===== src/rtl/multicycle_control.sv =====
`timescale 1ns/1ps
`default_nettype none
// ---------------------------------------------------------------------------
// multicycle_control : multi-cycle MIPS main control FSM with memory stalls,
// illegal-opcode detection and a retired-instruction counter.   Rev 1.0
// ---------------------------------------------------------------------------
module multicycle_control #(
  parameter int OPCODE_W = 6,
  parameter int ALUOP_W  = 2,
  parameter int CNT_W    = 16
) (
  input  logic                Clock,
  input  logic                Reset_n,
  input  logic [OPCODE_W-1:0] Opcode,
  input  logic                Mem_Ready,
  output logic                PCWrite,
  output logic                PCWriteCond,
  output logic                IorD,
  output logic                MemRead,
  output logic                MemWrite,
  output logic                IRWrite,
  output logic                MemtoReg,
  output logic [1:0]          PCSource,
  output logic [ALUOP_W-1:0]  ALUOp,
  output logic                ALUSrcA,
  output logic [1:0]          ALUSrcB,
  output logic                RegWrite,
  output logic                RegDst,
  output logic [3:0]          State,
  output logic                Illegal,
  output logic [CNT_W-1:0]    Instr_Count
);

  localparam logic [OPCODE_W-1:0] OP_LW   = OPCODE_W'(6'b100011);
  localparam logic [OPCODE_W-1:0] OP_SW   = OPCODE_W'(6'b101011);
  localparam logic [OPCODE_W-1:0] OP_R    = OPCODE_W'(6'b000000);
  localparam logic [OPCODE_W-1:0] OP_BEQ  = OPCODE_W'(6'b000100);
  localparam logic [OPCODE_W-1:0] OP_J    = OPCODE_W'(6'b000010);
  localparam logic [OPCODE_W-1:0] OP_ADDI = OPCODE_W'(6'b001000);

  typedef enum logic [3:0] {
    S_RST     = 4'd0,
    S_FETCH   = 4'd1,
    S_DECODE  = 4'd2,
    S_MEMADR  = 4'd3,
    S_MEMRD   = 4'd4,
    S_MEMWB   = 4'd5,
    S_MEMWR   = 4'd6,
    S_EXEC    = 4'd7,
    S_RWB     = 4'd8,
    S_BRANCH  = 4'd9,
    S_JUMP    = 4'd10,
    S_ADDI_EX = 4'd11,
    S_ADDI_WB = 4'd12
  } state_t;

  state_t state;
  logic   retire;

  // An instruction retires on the edge that leaves its final state.
  assign retire = (state inside {S_MEMWB, S_RWB, S_BRANCH, S_JUMP, S_ADDI_WB}) ||
                  (state == S_MEMWR && Mem_Ready);

  assign State = state;

  always_ff @(posedge Clock or negedge Reset_n) begin
    if (!Reset_n) begin
      state       <= S_RST;
      Illegal     <= 1'b0;
      Instr_Count <= '0;
    end else begin
      Illegal <= 1'b0;
      if (retire)
        Instr_Count <= Instr_Count + CNT_W'(1);
      case (state)
        S_RST:     state <= S_FETCH;
        S_FETCH:   if (Mem_Ready) state <= S_DECODE;
        S_DECODE: begin
          case (Opcode)
            OP_LW, OP_SW: state <= S_MEMADR;
            OP_R:         state <= S_EXEC;
            OP_BEQ:       state <= S_BRANCH;
            OP_J:         state <= S_JUMP;
            OP_ADDI:      state <= S_ADDI_EX;
            default: begin
              state   <= S_FETCH;
              Illegal <= 1'b1;
            end
          endcase
        end
        S_MEMADR:  state <= (Opcode == OP_LW) ? S_MEMRD : S_MEMWR;
        S_MEMRD:   if (Mem_Ready) state <= S_MEMWB;
        S_MEMWR:   if (Mem_Ready) state <= S_FETCH;
        S_EXEC:    state <= S_RWB;
        S_ADDI_EX: state <= S_ADDI_WB;
        S_MEMWB, S_RWB, S_BRANCH, S_JUMP, S_ADDI_WB: state <= S_FETCH;
        default: begin
          // Codes 13-15 can only come from upset; recover through fetch.
          state   <= S_FETCH;
          Illegal <= 1'b1;
        end
      endcase
    end
  end

  always_comb begin
    PCWrite     = 1'b0;
    PCWriteCond = 1'b0;
    IorD        = 1'b0;
    MemRead     = 1'b0;
    MemWrite    = 1'b0;
    IRWrite     = 1'b0;
    MemtoReg    = 1'b0;
    PCSource    = 2'd0;
    ALUOp       = '0;
    ALUSrcA     = 1'b0;
    ALUSrcB     = 2'd0;
    RegWrite    = 1'b0;
    RegDst      = 1'b0;
    case (state)
      S_FETCH: begin
        MemRead = 1'b1;
        ALUSrcB = 2'd1;
        IRWrite = Mem_Ready;
        PCWrite = Mem_Ready;
      end
      S_DECODE:  ALUSrcB = 2'd3;
      S_MEMADR: begin
        ALUSrcA = 1'b1;
        ALUSrcB = 2'd2;
      end
      S_MEMRD: begin
        MemRead = 1'b1;
        IorD    = 1'b1;
      end
      S_MEMWB: begin
        RegWrite = 1'b1;
        MemtoReg = 1'b1;
      end
      S_MEMWR: begin
        MemWrite = 1'b1;
        IorD     = 1'b1;
      end
      S_EXEC: begin
        ALUSrcA = 1'b1;
        ALUOp   = ALUOP_W'(2);
      end
      S_RWB: begin
        RegWrite = 1'b1;
        RegDst   = 1'b1;
      end
      S_BRANCH: begin
        ALUSrcA     = 1'b1;
        ALUOp       = ALUOP_W'(1);
        PCWriteCond = 1'b1;
        PCSource    = 2'd1;
      end
      S_JUMP: begin
        PCWrite  = 1'b1;
        PCSource = 2'd2;
      end
      S_ADDI_EX: begin
        ALUSrcA = 1'b1;
        ALUSrcB = 2'd2;
      end
      S_ADDI_WB: RegWrite = 1'b1;
      default: ;
    endcase
  end

endmodule
`default_nettype wire


===== config.mk =====
export PLATFORM = sky130hd
export DESIGN_NAME = multicycle_control
export DESIGN_NICKNAME = d
export VERILOG_FILES = /design/src/rtl/multicycle_control.sv
export SDC_FILE = /design/constraint.sdc
export NUM_CORES = 1
export LEC_CHECK = 0
export CAP_MARGIN = 30
export CORE_MARGIN = 2
export CORE_UTILIZATION = 48
export DETAILED_ROUTE_END_ITERATION = 12
export GPL_TIMING_DRIVEN = 0
export PLACE_DENSITY = 0.85
export SLEW_MARGIN = 15
export SYNTH_ARGS = -nofsm -noshare
export SYNTH_HDL_FRONTEND = slang
export SYNTH_SLANG_ARGS = --single-unit

===== constraint.sdc =====
create_clock -name Clock -period 2.7 [get_ports Clock]
set_input_delay 0.405 -clock Clock [delete_from_list [all_inputs] [get_ports Clock]]
set_output_delay 0.405 -clock Clock [all_outputs]
set_load 0.05 [all_outputs]

-- After elaboration in Yosys (flattened, before gate mapping)
Index checks and enable logic that the tools add are counted.
- bits of input ports: 9
- flip-flop bits (word level): 21
- mux-type cells: 21
- add/subtract/negate cells: 1
- eq/ne operators: 20
- reductions and logical operators: 14
- operators with widths (operator ; count):
    $pmux 4 s7 ; 1
    $eq 4x4->1 const B ; 5
    $pmux 4 s5 ; 1
    $add 16x1->16 const B ; 1
    $eq 4x3->1 const B ; 4
    $eq 6x6->1 const B ; 2
    $mux 4 ; 3
    $reduce_or 12->1 ; 1
    $mux 1 ; 10
    $eq 4x2->1 const B ; 2
    $pmux 2 s2 ; 2
    $reduce_or 2->1 ; 4
    $eq 6x2->1 const B ; 1
    $eq 6x3->1 const B ; 1
    $eq 6x4->1 const B ; 1
    $logic_not 6->1 ; 1
    $ne 2x2->1 const B ; 3
    $pmux 2 s3 ; 1
    $reduce_or 6->1 ; 1
    $reduce_bool 5->1 ; 1
    $eq 4x1->1 const B ; 1
    $logic_not 4->1 ; 1
    $pmux 1 s2 ; 2
    $reduce_or 4->1 ; 1
    other kinds (5) ; 5

-- Depth between registers and ports, before layout
Gate-level depths: netlist of run 1.
- word-level depth: 4
- gate-level depth with buffers: 6

-- Least setup slack after synthesis of run 1
OpenSTA, ideal clock, no wires.
- kind: flip-flop to output port
- start point: register state[0] (netlist: State[0])
- end point: output port ALUOp[1]
- data required time: 2.295 ns
- slack: 0.023 ns
- path buffers: 1
- stages on the path, launching flop included: 4
- data arrival time: 2.272 ns
- path through: dfrtp_1 -> clkbuf_1 -> inv_1 -> nor3_1
- word-level cells in the longest chain between the ends: 2
- ends and longest elaborated chain (element ; RTL line ; text):
    start, declared ; 57 ; state_t state;
    start signal, assigned ; 91 ; S_MEMADR: state <= (Opcode == OP_LW) ? S_MEMRD : S_MEMWR;
    $eq 4x4->1 / $eq 4x3->1 (equally long branches) ; 120 ; case (state)
    $pmux 2 s2 (*) ; 120 ;
    end, declared ; 24 ; output logic [ALUOP_W-1:0] ALUOp,
Mark *: on every way between the ends. The rest lies on a longest branch, timed or not.

-- Worst setup path after layout of run 1
- start point: register state[2] (netlist: State[2])
- end point: output port ALUOp[0]
Same word-level chain as after synthesis.

==> flow_summary.yaml, run 1 <==
setup_path:
  required_ps: 2300
  worst_setup_path_end_kind: "output pin"
  cpMaxStageDelayCell: "clkdlybuf4s50_1"
  crit_path_cell_trace: "buf_2, nand2b_1, nor2_1, clkdlybuf4s50_1"
  worst_ep_arrival_time_ps: 2180
  critPathLaunch: "State[2]"
  critPathTopFamily: "buffers and inverters"
  path_class: "flop to output pin"
  cpPeakStageDelay_ps: 820
  r2r_start: "State[0]"
  path_buf_inv: 2
  worstPathMaxFanout: 10
  worstSetupStartpointType: "flop"
yosys:
  ys.flop_type: "dfrtp_1"
  syn_nets: 149
  syn_area_mm2: 0.001281
  seq_area_frac_synth: 0.4102
  yosys_register_bits: 21
  ys_top_cells_by_area: "dfrtp_1 (41%), xnor2_1 (6.2%), nor2_1 (5.9%), xor2_1 (4.8%), nand2_1 (3.2%)"
  synth_cells: 139
  async_flop_share: 1.000
  synth_top_area_share: 0.4102
  yosys_warnings: 0
  yosys.area.top_type: "dfrtp_1"
  ys_types: 44
  synth_edf_count: 0
  synth_area_per_cell_um2: 9.217
grt:
  track_usage: 0.2171
  grt_max_degree: 22
  grt_pass1_vias: 1224
  grt.overflow.total: 0
  antenna_found_initial: 0
  grt_pass1_wl_um: 5526
power_and_ir_drop:
  peakVddDrop_v: 0.001027
  p_leak_nw: 0.7766
  p_per_area_mw_per_mm2: 1112
final_layout:
  final_cell_mix: "clkdlybuf4s50_1 (36), dfrtp_1 (21), nor2_1 (20)"
  drive_above_1_share: 0.09524
  n_antenna_cell: 0
  area_growth_syn_to_layout_pct: 41.99
  fillCellCount: 205
  final_common_cell: "clkdlybuf4s50_1"
  layoutNonFillerInstCount: 219
  final_nets: 200
clocking:
  cts_inserted_buffers: 3
  post_cts_buffers: 0
  clkTransAtPathRegs_ps: 120
  cts_num_sinks: 21
  cts_tree: "done"
  cts.path.max_buffers: 2
  hold_buffers: 0
  htree_levels: 1
  root_buffer: "clkbuf_4"
  cts.repair.resized: 4
  worst_skew_pair.late_latency_ps: 300
place:
  globalplace.congestion: 0.8617
  place_hpwl_um: 2475
  dp_cells: 214
  io_buffers: 45
timing:
  rsz0062_at_grt: "false"
  period_share: 0.9587
  relSlewSlack: 0.6548
  tightestPinTransition_ps: 517.0
  final_hold_viol_count: 0
  setup_tns_ps: 0
  maxSlewViolCount: 0
  setup_violations: 0
  post-route-min-period_ps: 2588
  max_freq_mhz: 386.3
  hold_ws_ps: 319.0
  clock_skew_ps: 4.511
floorplanning:
  die_h_um: 55.67
  io_pins: 46
  coreArea_mm2: 0.002500
  floorplan.die.width_um: 55.67
  dieArea_mm2: 0.003099
  start_util: 0.5125
  std_cell_rows: 18
detailed_routing:
  postRouteAntennaNets: 0
  vias: 1207
  vias_per_cell: 5.511
  dr.pass1.iters: 4
  wl_um: 3220
  wl_per_cell_um: 14.70
  drtIter0Drc: 53
  remaining_drc_errors: 0
flow_run:
  drv_cap: 0
hold_path:
  hold_class: "input pin to async pin"
outcome:
  status: "completed"
==> through the flow <==
step	power (mW)	setup WS, ps	utilization	instance area [µm²]
2_1_floorplan	1.454	23.36	-	1281
3_3_place_gp	1.866	266.3	0.7077	1769
3_5_place_dp	1.898	236.5	0.7077	1769
4_1_cts	2.035	6.780	0.7167	1792
5_1_grt	2.135	3.065	0.7277	1819
6_report	2.023	111.5	0.7277	1819
==> sequential cells by signal, indices dropped and copies added, names as in the netlist <==
| register | cells |
|---|---|
| Illegal | 1 |
| Instr_Count | 16 |
| State | 4 |
==> cell families (layout without fill, tap and decap cells) <==
kind of cell    count (synthesis)  count (layout)  synth area share
xor+xnor                       17              17            0.1221
mux                             1               1          0.008788
flops                          21              21            0.4102
compound gates                 28              28            0.1660
simple gates                   62              62            0.2451
fa+ha+maj                       1               1          0.009764
buf+inv                         9              59           0.03808
==> final cells by class <==
type                       instances  area, µm²  share of cell area
buffer                             6      37.54             0.02063
clock buffer                       3      22.52             0.01238
clock inverter                     1      5.005            0.002751
inverter                           3      11.26            0.006190
multi-input combinational        109      706.9              0.3886
sequential                        21      525.5              0.2889
tap                               30      37.54             0.02063
timing repair buffer              46      473.0              0.2600
==> worst reg2reg max path: stages, from the launching register on <==
cell      delay [ps]
dfrtp_1          420
clkbuf_1         250
a21oi_2          170
o21ai_1          100
o22a_4           280
or3_4            410
xnor2_2          130
==> final timing paths <==
kind | to | slack (ps) | cells past startpoint
max | ALUOp[0] | 110 | 4
min | Illegal | 320 | 1
max reg2reg | Instr_Count[13] | 840 | 6
min reg2reg | Instr_Count[15] | 470 | 1
max in group asynchronous | State[0] | 1990 | 2
min in group Clock | Instr_Count[15] | 470 | 1
==> power by group <==
group	leakage [nW]	switching, mW	internal, mW
logic	0.514	0.935	0.455
clock network	0.0177	0.0965	0.0552
registers	0.245	0.0884	0.393
total	0.777	1.12	0.903
==> cells in the mapped netlist, types with 2 or more instances <==
cell      instances
dfrtp_1          21
nor2_1           20
nand2_1          11
xnor2_1           9
xor2_1            7
nand3_1           6
nor3_1            6
and3_1            4
nand2b_1          4
o21ai_0           4
buf_2             3
inv_1             3
nand4_1           3
a21oi_1           2
a22oi_1           2
o21a_1            2
o22a_1            2
o22ai_1           2
o311ai_0          2
or3_1             2
==> layer usage <==
metal,track usage,wire (µm)
met2,0.3793,1613
met5,0,0
met1,0.2652,1430
met3,0.04884,159
met4,0.06620,17
Power figures use the tool's default switching activity.
==> run 2: changes to the inputs <==
--- a/config.mk
+++ b/config.mk
@@ -11,6 +11,7 @@
 export DETAILED_ROUTE_END_ITERATION = 12
 export GPL_TIMING_DRIVEN = 0
 export PLACE_DENSITY = 0.85
+export RECOVER_POWER = 25
 export SLEW_MARGIN = 15
 export SYNTH_ARGS = -nofsm -noshare
 export SYNTH_HDL_FRONTEND = slang
==> run 2 against run 1 <==
  * Clock skew is 0.54 ps higher
  * Sequential share of layout area rose by 0.18 points
  * Count of clock-buffer cells in the layout unchanged
  * Cell count stayed put
  * Maximum frequency hardly changed
  * Total power shrank 0.12%
  * Critical endpoint unchanged
  * Highest routed layer unchanged
==> flow_summary.yaml, run 2 (synthesized netlist as in run 1, its figures left out) <==
final_layout:
  final_nets: 200
  final_common_cell: "clkdlybuf4s50_1"
  seq_area_um2: 525.5
  area_growth_syn_to_layout_pct: 41.11
  largest_reg_flops: 16
  n_antenna_cell: 0
  fillCellCount: 207
  fin_area_mm2: 0.001808
  post-route-util: 0.7232
  final_cell_mix: "clkdlybuf4s50_1 (35), dfrtp_1 (21), nor2_1 (20)"
  multi_input_area_um2: 706.9
  drive_above_1_share: 0.08995
  top_register: "Instr_Count"
clocking:
  root_buffer: "clkbuf_4"
  worst_skew_pair.late_latency_ps: 300
  cts.path.max_buffers: 2
  cts_inserted_buffers: 3
  post_cts_buffers: 0
  htree_levels: 1
  clkTransAtPathRegs_ps: 120
  cts_num_sinks: 21
  cts_tree: "done"
timing:
  setup_violations: 0
  post-route-min-period_ps: 2589
  period_share: 0.9588
  clock_skew_ps: 5.049
  final_hold_viol_count: 0
  tightestPinTransition_ps: 891.7
  maxSlewViolCount: 0
  relSlewSlack: 0.4055
  setup_tns_ps: 0
  rsz0062_at_grt: "false"
  hold_ws_ps: 368.0
  max_freq_mhz: 386.3
setup_path:
  worst_setup_path_end_kind: "output pin"
  path_class: "flop to output pin"
  rrSetupSlack_ps: 840
  reg2regPathDepth: 6
  worstSetupStartpointType: "flop"
  r2r_start: "State[0]"
  required_ps: 2300
  rr_endpoint: "Instr_Count[13]"
  worst_ep_arrival_time_ps: 2180
  worstPathMaxFanout: 10
power_and_ir_drop:
  switchingPower_mw: 1.119
  clkPwrFrac: 0.075
  power.internal_mw: 0.9010
  p_seq_frac: 0.238
  swShare: 0.5540
  p_total_mw: 2.020
  peakVddDrop_v: 0.001026
  p_per_area_mw_per_mm2: 1117
  p_leak_nw: 0.7706
  p_comb_frac: 0.687
grt:
  grt_pass1_wl_um: 5526
  met1_usage: 0.2652
  grt.met2_usage: 0.3793
  antenna_found_initial: 0
  grt_pass1_vias: 1224
  grt_use_met3: 0.04884
  grt.overflow.total: 0
  track_usage: 0.2171
  grt_max_degree: 22
  grt-busiest-layer: "met2"
floorplanning:
  std_cell_rows: 18
  start_util: 0.5125
  dieArea_mm2: 0.003099
  coreArea_mm2: 0.002500
  floorplan.die.width_um: 55.67
  io_pins: 46
  die_h_um: 55.67
detailed_routing:
  wl_um: 3231
  vias: 1210
  wl_per_cell_um: 14.75
  vias_per_cell: 5.525
  remaining_drc_errors: 0
  dr.pass1.iters: 4
  drtIter0Drc: 54
  postRouteAntennaNets: 0
flow_run:
  drv_cap: 0
place:
  globalplace.congestion: 0.8617
  io_buffers: 45
  placed_cell_area_mm2: 0.001769
  place_hpwl_um: 2475
outcome:
  status: "completed"
hold_path:
  hold_class: "input pin to async pin"
## run 2: changes by cell type in the layout (fill, tap and decap cells not counted)
cell and delta:
clkbuf_1 +1, dlygate4sd3_1 +1, clkdlybuf4s50_1 -1, buf_8 -1
## run 2: power by group through the flow
| stage | Sequential, mW | Clock [mW] | Combinational [mW] |
|---|---|---|---|
| 5_1_grt | 0.495 | 0.172 | 1.47 |
| 4_1_cts | 0.481 | 0.157 | 1.40 |
| 6_report | 0.481 | 0.152 | 1.39 |
| 2_1_floorplan | 0.737 | 0 | 0.716 |
| 3_5_place_dp | 0.487 | 0 | 1.41 |
| 3_3_place_gp | 0.479 | 0 | 1.39 |
## run 2: how the worst max path moves through the flow
stage	endpoint	slack [ps]	cells past startpoint	startpoint
final	ALUOp[0]	110	4	State[2]
after global routing	ALUOp[1]	3	4	State[0]
after CTS	IRWrite	7	5	State[2]
after detailed placement	ALUOp[1]	240	4	State[0]
after global placement	RegWrite	270	5	State[0]
after floorplan	ALUOp[1]	20	3	State[0]
## run 2: layout make-up
cell class                      count  share of cell area
Clock buffer                        3             0.01246
Timing Repair Buffer               46              0.2554
Inverter                            3            0.006228
Buffer                              6             0.02076
Tap cell                           30             0.02076
Clock inverter                      1            0.002768
Sequential cell                    21              0.2907
Multi-Input combinational cell    109              0.3910
## run 2: worst max-delay path, cell delays in order (launching register included)
cell	delay, ps
dfrtp_1	440
buf_2	200
nand2b_1	250
nor2_1	160
clkdlybuf4s50_1	820
## run 2: per-layer routing
metal	up-vias	wire [µm]
met5	-	0
met4	0	17
met3	4	159
met2	31	1640
met1	579	1413
li1	596	-
## run 2: through the flow
step / setup WS (ps) / cells
floorplan: 23.36 / 139
global placement: 266.3 / 214
global route: 3.065 / 219
finish: 111.3 / 219
detailed placement: 236.5 / 214
CTS: 6.780 / 218
## run 2: what timing repair did
action / CTS / global route
hold buffers: 0 / 0
setup endpoints to repair: 4 / 5
gates resized for setup: 4 / 5
